## config.mk

```make
export PLATFORM = sky130hd
export DESIGN_NAME = seq_timing_decoder_flat
export DESIGN_NICKNAME = d
export VERILOG_FILES = /design/src/rtl/seq_timing_decoder_if.sv /design/src/rtl/seq_timing_decoder.sv /design/src/flat_wrapper.sv
export SDC_FILE = /design/constraint.sdc
export NUM_CORES = 1
export LEC_CHECK = 0
export CAP_MARGIN = 20
export CORE_MARGIN = 10
export CORE_UTILIZATION = 35
export CTS_CLUSTER_DIAMETER = 120
export DETAILED_ROUTE_END_ITERATION = 10
export PLACE_DENSITY = 0.75
export SYNTH_ARGS = -nofsm -noshare
export SYNTH_HDL_FRONTEND = slang
export SYNTH_SLANG_ARGS = --single-unit
```

## constraint.sdc

```tcl
create_clock -name clk -period 1.4 [get_ports clk]
set_clock_uncertainty 0.15 [all_clocks]
set_input_delay 0.35 -clock clk [delete_from_list [all_inputs] [get_ports clk]]
set_output_delay 0.35 -clock clk [all_outputs]
set_load 0.05 [all_outputs]
```

## src/rtl/seq_timing_decoder_if.sv

```systemverilog
// Bus bundle for the timing/decode stage: control-side requests in, timing and
// decode vectors out. The master side is the controller, the slave side is the stage.
interface seq_timing_decoder_if #(
  parameter int IR_W = 16
);
  logic [IR_W-1:0] mem_data;
  logic            sc_clr;
  logic            hlt;
  logic            start;
  logic [5:0]      T;
  logic [7:0]      D;
  logic            I;
  logic [IR_W-1:0] ir_q;
  logic            running;
  logic            r_ref;
  logic            io_ref;

  // Level signals, no handshake: every input is sampled on each rising edge,
  // every output is a pure function of registered state and valid every cycle.
  modport master (
    output mem_data, sc_clr, hlt, start,
    input  T, D, I, ir_q, running, r_ref, io_ref
  );

  modport slave (
    input  mem_data, sc_clr, hlt, start,
    output T, D, I, ir_q, running, r_ref, io_ref
  );
endinterface

```

## src/rtl/seq_timing_decoder.sv

```systemverilog
// Sequence counter, instruction register, run flip-flop and opcode decoder that
// produce the one-hot T and D vectors for the downstream control stages.
module seq_timing_decoder #(
  parameter int IR_W  = 16,
  parameter int NUM_T = 6
) (
  input logic                 clk,
  input logic                 rst,
  seq_timing_decoder_if.slave bus
);

  typedef enum logic {
    HALTED  = 1'b0,
    RUNNING = 1'b1
  } run_e;

  localparam logic [2:0] SC_LAST = 3'(NUM_T - 1);
  localparam logic [2:0] SC_FETCH = 3'd1;

  run_e            run_q, run_d;
  logic [2:0]      sc_q, sc_d;
  logic [IR_W-1:0] ir_q, ir_d;
  logic [2:0]      opcode;

  always_ff @(posedge clk) begin
    if (rst) begin
      run_q <= RUNNING;
      sc_q  <= '0;
      ir_q  <= '0;
    end else begin
      run_q <= run_d;
      sc_q  <= sc_d;
      ir_q  <= ir_d;
    end
  end

  always_comb begin
    run_d = run_q;
    sc_d  = sc_q + 3'd1;
    ir_d  = ir_q;

    // hlt outranks start so a simultaneous pair leaves the machine halted
    if (bus.hlt) begin
      run_d = HALTED;
    end else if (bus.start) begin
      run_d = RUNNING;
    end

    if (run_q == HALTED || bus.hlt || bus.sc_clr || sc_q == SC_LAST) begin
      sc_d = '0;
    end

    // Fetch at T1 happens even when sc_clr ends the instruction in that cycle
    if (run_q == RUNNING && sc_q == SC_FETCH) begin
      ir_d = bus.mem_data;
    end
  end

  assign opcode = ir_q[IR_W-2 -: 3];

  always_comb begin
    bus.T       = (run_q == RUNNING) ? (6'b000001 << sc_q) : 6'b000000;
    bus.D       = 8'b00000001 << opcode;
    bus.I       = ir_q[IR_W-1];
    bus.ir_q    = ir_q;
    bus.running = (run_q == RUNNING);
    bus.r_ref   = bus.D[7] & ~bus.I & bus.T[3];
    bus.io_ref  = bus.D[7] &  bus.I & bus.T[3];
  end

endmodule

```

## src/flat_wrapper.sv

```systemverilog
// flat-port wrapper written by rule: the top's interface ports become plain ports
module seq_timing_decoder_flat 
#(
  parameter int IR_W  = 16,
  parameter int NUM_T = 6
)
  (clk, rst, bus_mem_data, bus_sc_clr, bus_hlt, bus_start, bus_T, bus_D, bus_I, bus_ir_q, bus_running, bus_r_ref, bus_io_ref);
  seq_timing_decoder_if #(.IR_W(IR_W)) bus_i ();
  input logic clk;
  input logic rst;
  input wire logic [$bits(bus_i.mem_data)-1:0] bus_mem_data;
  input wire logic [$bits(bus_i.sc_clr)-1:0] bus_sc_clr;
  input wire logic [$bits(bus_i.hlt)-1:0] bus_hlt;
  input wire logic [$bits(bus_i.start)-1:0] bus_start;
  output wire logic [$bits(bus_i.T)-1:0] bus_T;
  output wire logic [$bits(bus_i.D)-1:0] bus_D;
  output wire logic [$bits(bus_i.I)-1:0] bus_I;
  output wire logic [$bits(bus_i.ir_q)-1:0] bus_ir_q;
  output wire logic [$bits(bus_i.running)-1:0] bus_running;
  output wire logic [$bits(bus_i.r_ref)-1:0] bus_r_ref;
  output wire logic [$bits(bus_i.io_ref)-1:0] bus_io_ref;
  assign bus_i.mem_data = bus_mem_data;
  assign bus_i.sc_clr = bus_sc_clr;
  assign bus_i.hlt = bus_hlt;
  assign bus_i.start = bus_start;
  assign bus_T = bus_i.T;
  assign bus_D = bus_i.D;
  assign bus_I = bus_i.I;
  assign bus_ir_q = bus_i.ir_q;
  assign bus_running = bus_i.running;
  assign bus_r_ref = bus_i.r_ref;
  assign bus_io_ref = bus_i.io_ref;
  seq_timing_decoder #(.IR_W(IR_W), .NUM_T(NUM_T)) u_core (.clk(clk), .rst(rst), .bus(bus_i));
endmodule
```

After elaboration in Yosys (flattened, before gate mapping) --
Index checks and enable logic that the tools add are counted.
Word-level totals: input port bits 21, bits in registers 20, output and inout port bits 34, word-level logic and storage cells 23
Cells by class: bitwise operators 6, equality and inequality tests 2, shift-type cells 2, reductions and logical operators 6, $add $sub $neg 1, muxes and demuxes 3
Operator list (number):
- 1-bit by 3-bit << shifter with 8-bit output, first input constant | 1
- 6-bit 2-to-1 mux | 1
- 1-bit by 3-bit << shifter with 6-bit output, first input constant | 1
- 1-bit bitwise AND | 4
- 3-bit by 1-bit adder with 3-bit output, second input constant | 1
- 3-bit by 1-bit equality test with 1-bit output, second input constant | 1
- 3-bit equality test, second input constant | 1
- 1-bit logical OR | 3
- 1-bit 2-to-1 mux | 2
- 1-bit NOT | 2
- 2-bit nonzero test | 1
- 2-bit OR reduction | 1
- 1-bit logical AND | 1

Depth between registers and ports, before layout --
Gate-level depths: netlist of the first run.
depth in word-level cells 5, gate-level depth with buffers 6, gate-level depth less buffers 4

Least setup slack after synthesis of the first run --
OpenSTA, ideal clock, no wires.
path type reg-to-output, start point reg u_core.ir_q[14] (netlist: u_core.bus.ir_q[14]), end point out bus_D[4], required time 0.900 ns, arrival 1.961 ns, buffers on the path 0, stages on the path, launching flop included 2, path slack -1.061 ns, cells stage by stage dfxtp_1 -> nor3b_1
On the way: cells in the longest elaborated chain, start to end 1
Ends and longest elaborated chain:
- start, declared | RTL line seq_timing_decoder.sv:22 | logic [IR_W-1:0] ir_q, ir_d;
- start signal, assigned | RTL line seq_timing_decoder.sv:33 | ir_q <= ir_d;
- 1-bit by 3-bit << shifter with 8-bit output | RTL line seq_timing_decoder.sv:63 | bus.D = 8'b00000001 << opcode;
- end, declared | RTL line flat_wrapper.sv:16 | output wire logic [$bits(bus_i.D)-1:0] bus_D;
Every way passes these cells.

Final worst setup path of the first run --
start point reg u_core.sc_q[1], end point out bus_r_ref
On the way: cells in the longest elaborated chain, start to end 3
Ends and longest elaborated chain:
- start, declared | RTL line seq_timing_decoder.sv:21 | logic [2:0] sc_q, sc_d;
- start signal, assigned | RTL line seq_timing_decoder.sv:28 | sc_q <= '0;
- start signal, assigned | RTL line seq_timing_decoder.sv:32 | sc_q <= sc_d;
- 1-bit by 3-bit << shifter with 6-bit output | RTL line seq_timing_decoder.sv:62 | bus.T = (run_q == RUNNING) ? (6'b000001 << sc_q) : 6'b000000;
- 6-bit 2-to-1 mux | RTL line seq_timing_decoder.sv:62
- 1-bit bitwise AND | RTL line seq_timing_decoder.sv:67 | bus.r_ref = bus.D[7] & ~bus.I & bus.T[3];
- end, declared | RTL line flat_wrapper.sv:20 | output wire logic [$bits(bus_i.r_ref)-1:0] bus_r_ref;
Every way passes these cells.

==> flow_metrics.tcl, run 1 <==
set metrics [dict create \
    fin_hold_ws_ns 0.3622 \
    die_area_mm2 0.005595 \
    netlist_top_cells_area "dfxtp_1 (38%), nand2b_1 (19%), mux2i_1 (15%)" \
    cp.required_ns 0.90 \
    hold_buffers 0 \
    end_kind "output pin" \
    place_hpwl_mm 2.580 \
    synth_top_family_by_area "simple AND/OR/NAND/NOR gates" \
    cts_root_buf "clkbuf_4" \
    syn-cell-area_mm2 0.001051 \
    yosys.area_share.simple 0.3500 \
    startpoint_type "register" \
    setup_violations 41 \
    fin_crit_sh 1.387 \
    cts_made_buffers 3 \
    antenna_found_initial 0 \
    max_slew_margin 0.8584 \
    ys_types 21 \
    critPathMaxFanout 3 \
    cts_tree "yes" \
    wl_per_cell_um 16.54 \
    clockBufferDepth 2 \
    grt_max_degree 34 \
    via_per_inst 4.818 \
    synth_compound_area_frac 0.007143 \
    pwr_density_cell_mw_per_mm2 513.2 \
    rows 19 \
    diodes 0 \
    synthAdderAreaFrac 0.05952 \
    drt_first_pass_iters 4 \
    finalInstanceArea_mm2 0.002431 \
    routabilityCongestion 0.7168 \
    total_power_mw 1.248 \
    slew_viol_final 0 \
    cp.arrival_ns 1.44 \
    grt_first_pass_wirelength_mm 5.761 \
    async_reset_ff_frac 0 \
    overflow 0 \
    placed_cell_area_mm2 0.002160 \
    synthMuxAreaShare 0.1524 \
    track_usage 0.1308 \
    dieHeight_um 74.80 \
    synth_commonest_cells "nand2b_1 (32), dfxtp_1 (20), mux2i_1 (16), ha_1 (5), and3_2 (4)" \
    ys_ff_latch 20 \
    yosys_warnings 0 \
    hp-class "register to register" \
    fin_ws_ns -0.5422 \
    dr_total_vias 1031 \
    grt_pass1_vias 1178 \
    clock_sinks 20 \
    yosysMostFrequentCell "nand2b_1" \
    io_buffers 54 \
    seq_area_frac_synth 0.3810 \
    drtIter0Drc 15 \
    cap_violations 0 \
    crit_type "register to output pin" \
    initial_utilization 0.3747 \
    synth_xor_area_frac 0 \
    clkLatencyLatePin_ns 0.29 \
    die_x_um 74.80 \
    violations "setup timing" \
    irDropWorstVdd_mv 0.6336 \
    hold_violations 0 \
    outcome "finished, violations left" \
    syn_nets 132 \
    yosysTopAreaCell "dfxtp_1" \
    synth_edf_count 0 \
    fin_crit_ns 1.942 \
    antenna_left 0 \
    fmax_ghz 0.5149 \
    synth_top_area_frac 0.3810 \
    nets 210 \
    tightest_slew_ns 0.2123 \
    clk_pin_slew_worst_paths_ns 0.12 \
    drive_gt1_frac 0.5301 \
    area_delta_synth_final_pct 131.3 \
    synth_top_flop_cell "dfxtp_1" \
    io_pins 55 \
    drc 0 \
    syn_avg_cell_area_um2 9.915 \
    wl_mm 3.540 \
    htreeDepth 1 \
    p_leak_nw 0.9604 \
    syn-instance-count 106 \
    rsz0062_at_grt "yes" \
    pre_cts_slack_ns -0.3561 \
    coreArea_mm2 0.002805 \
]
## cells in the final DEF, fill, tap and decap left out, types with 2 or more instances in the layout
| cell | netlist | layout |
|---|---|---|
| clkbuf_4 | 0 | 3 |
| mux2i_1 | 16 | 16 |
| and3_4 | 0 | 3 |
| nand2b_1 | 32 | 32 |
| and3b_2 | 1 | 4 |
| and3_2 | 4 | 3 |
| clkdlybuf4s50_1 | 0 | 20 |
| buf_12 | 0 | 37 |
| nor3b_4 | 0 | 3 |
| buf_8 | 0 | 2 |
| buf_4 | 1 | 7 |
| ha_1 | 5 | 2 |
| dfxtp_1 | 20 | 10 |
| dfxtp_4 | 0 | 5 |
| nor3_2 | 0 | 2 |
| ha_4 | 0 | 3 |
| buf_16 | 0 | 2 |
| inv_1 | 3 | 2 |
| buf_6 | 2 | 11 |
| dfxtp_2 | 0 | 5 |
## worst max-delay path, stage by stage (launching register included)
cell and delay, ns:
dfxtp_2 0.36, ha_4 0.16, ha_4 0.14, and2_4 0.14, and3b_2 0.21, buf_12 0.15
## kinds of logic after synthesis
logic type                 after synthesis
and+or+nand+nor                         55
DFF                                     20
muxes                                   16
buffers and inverters                    9
adders and majority gates                5
AOI/OAI and AO/OA                        1
## routing by layer
metal  vias to the layer above  part of all wire  GRT usage
li1                        504                 -          -
met1                       481              0.34     0.1180
met2                        42              0.53     0.2450
met3                         4              0.12    0.06833
met4                         0             0.010    0.04622
met5                         -                 0          0
## path summary, 6_finish.rpt
path                                         start  slack [ns]  cells past startpoint                               end
setup / recovery         u_core.sc_q[1]$_SDFF_PP0_       -0.54                      5                         bus_r_ref
hold / removal    u_core.bus.ir_q[11]$_SDFFE_PP0P_        0.36                      2  u_core.bus.ir_q[11]$_SDFFE_PP0P_
setup reg to reg         u_core.sc_q[1]$_SDFF_PP0_       -0.22                      7  u_core.bus.ir_q[13]$_SDFFE_PP0P_
hold reg to reg   u_core.bus.ir_q[11]$_SDFFE_PP0P_        0.36                      2  u_core.bus.ir_q[11]$_SDFFE_PP0P_
## flip-flops by register name (all words and copies together) (netlist names)
name	count
u_core.bus.ir_q	16
u_core.sc_q	3
u_core.bus.running	1
## repair_timing
item	CTS	global route
pin swaps	13	6
endpoints found under the hold margin	0	0
cloned	2	0
setup endpoints to repair	41	44
buffers inserted	6	6
resized for setup	27	10
## per-stage QoR
step,utilization,cells,setup TNS (ns)
after floorplan,-,106,-1.865
after global placement,0.7698,199,-4.555
after detailed placement,0.7698,199,-5.514
after CTS,0.8524,211,-9.831
after global routing,0.8666,214,-12.12
final,0.8666,214,-9.668
## where the power goes
group          leakage (nW)  total [mW]  switching [mW]  internal, mW
Sequential            0.168       0.595          0.0172         0.577
Clock                0.0150       0.289           0.178         0.111
Combinational         0.778       0.365           0.155         0.210
## layout make-up
| cell class | instances | area, um2 |
|---|---|---|
| well taps | 31 | 38.79 |
| inverters | 3 | 13.76 |
| fillers | 137 | 374.1 |
| repair buffers | 79 | 1202 |
| multi-input cells | 77 | 724.4 |
| clock buffers | 4 | 26.28 |
| flip-flops and latches | 20 | 425.4 |
(Power assumes the default switching activity.)
==> run 2, diff against run 1 <==
Settings changed: CAP_MARGIN 20 to unset.
==> results of run 2 <==
The final DEF is identical to that of run 1; final timing and power are the same.
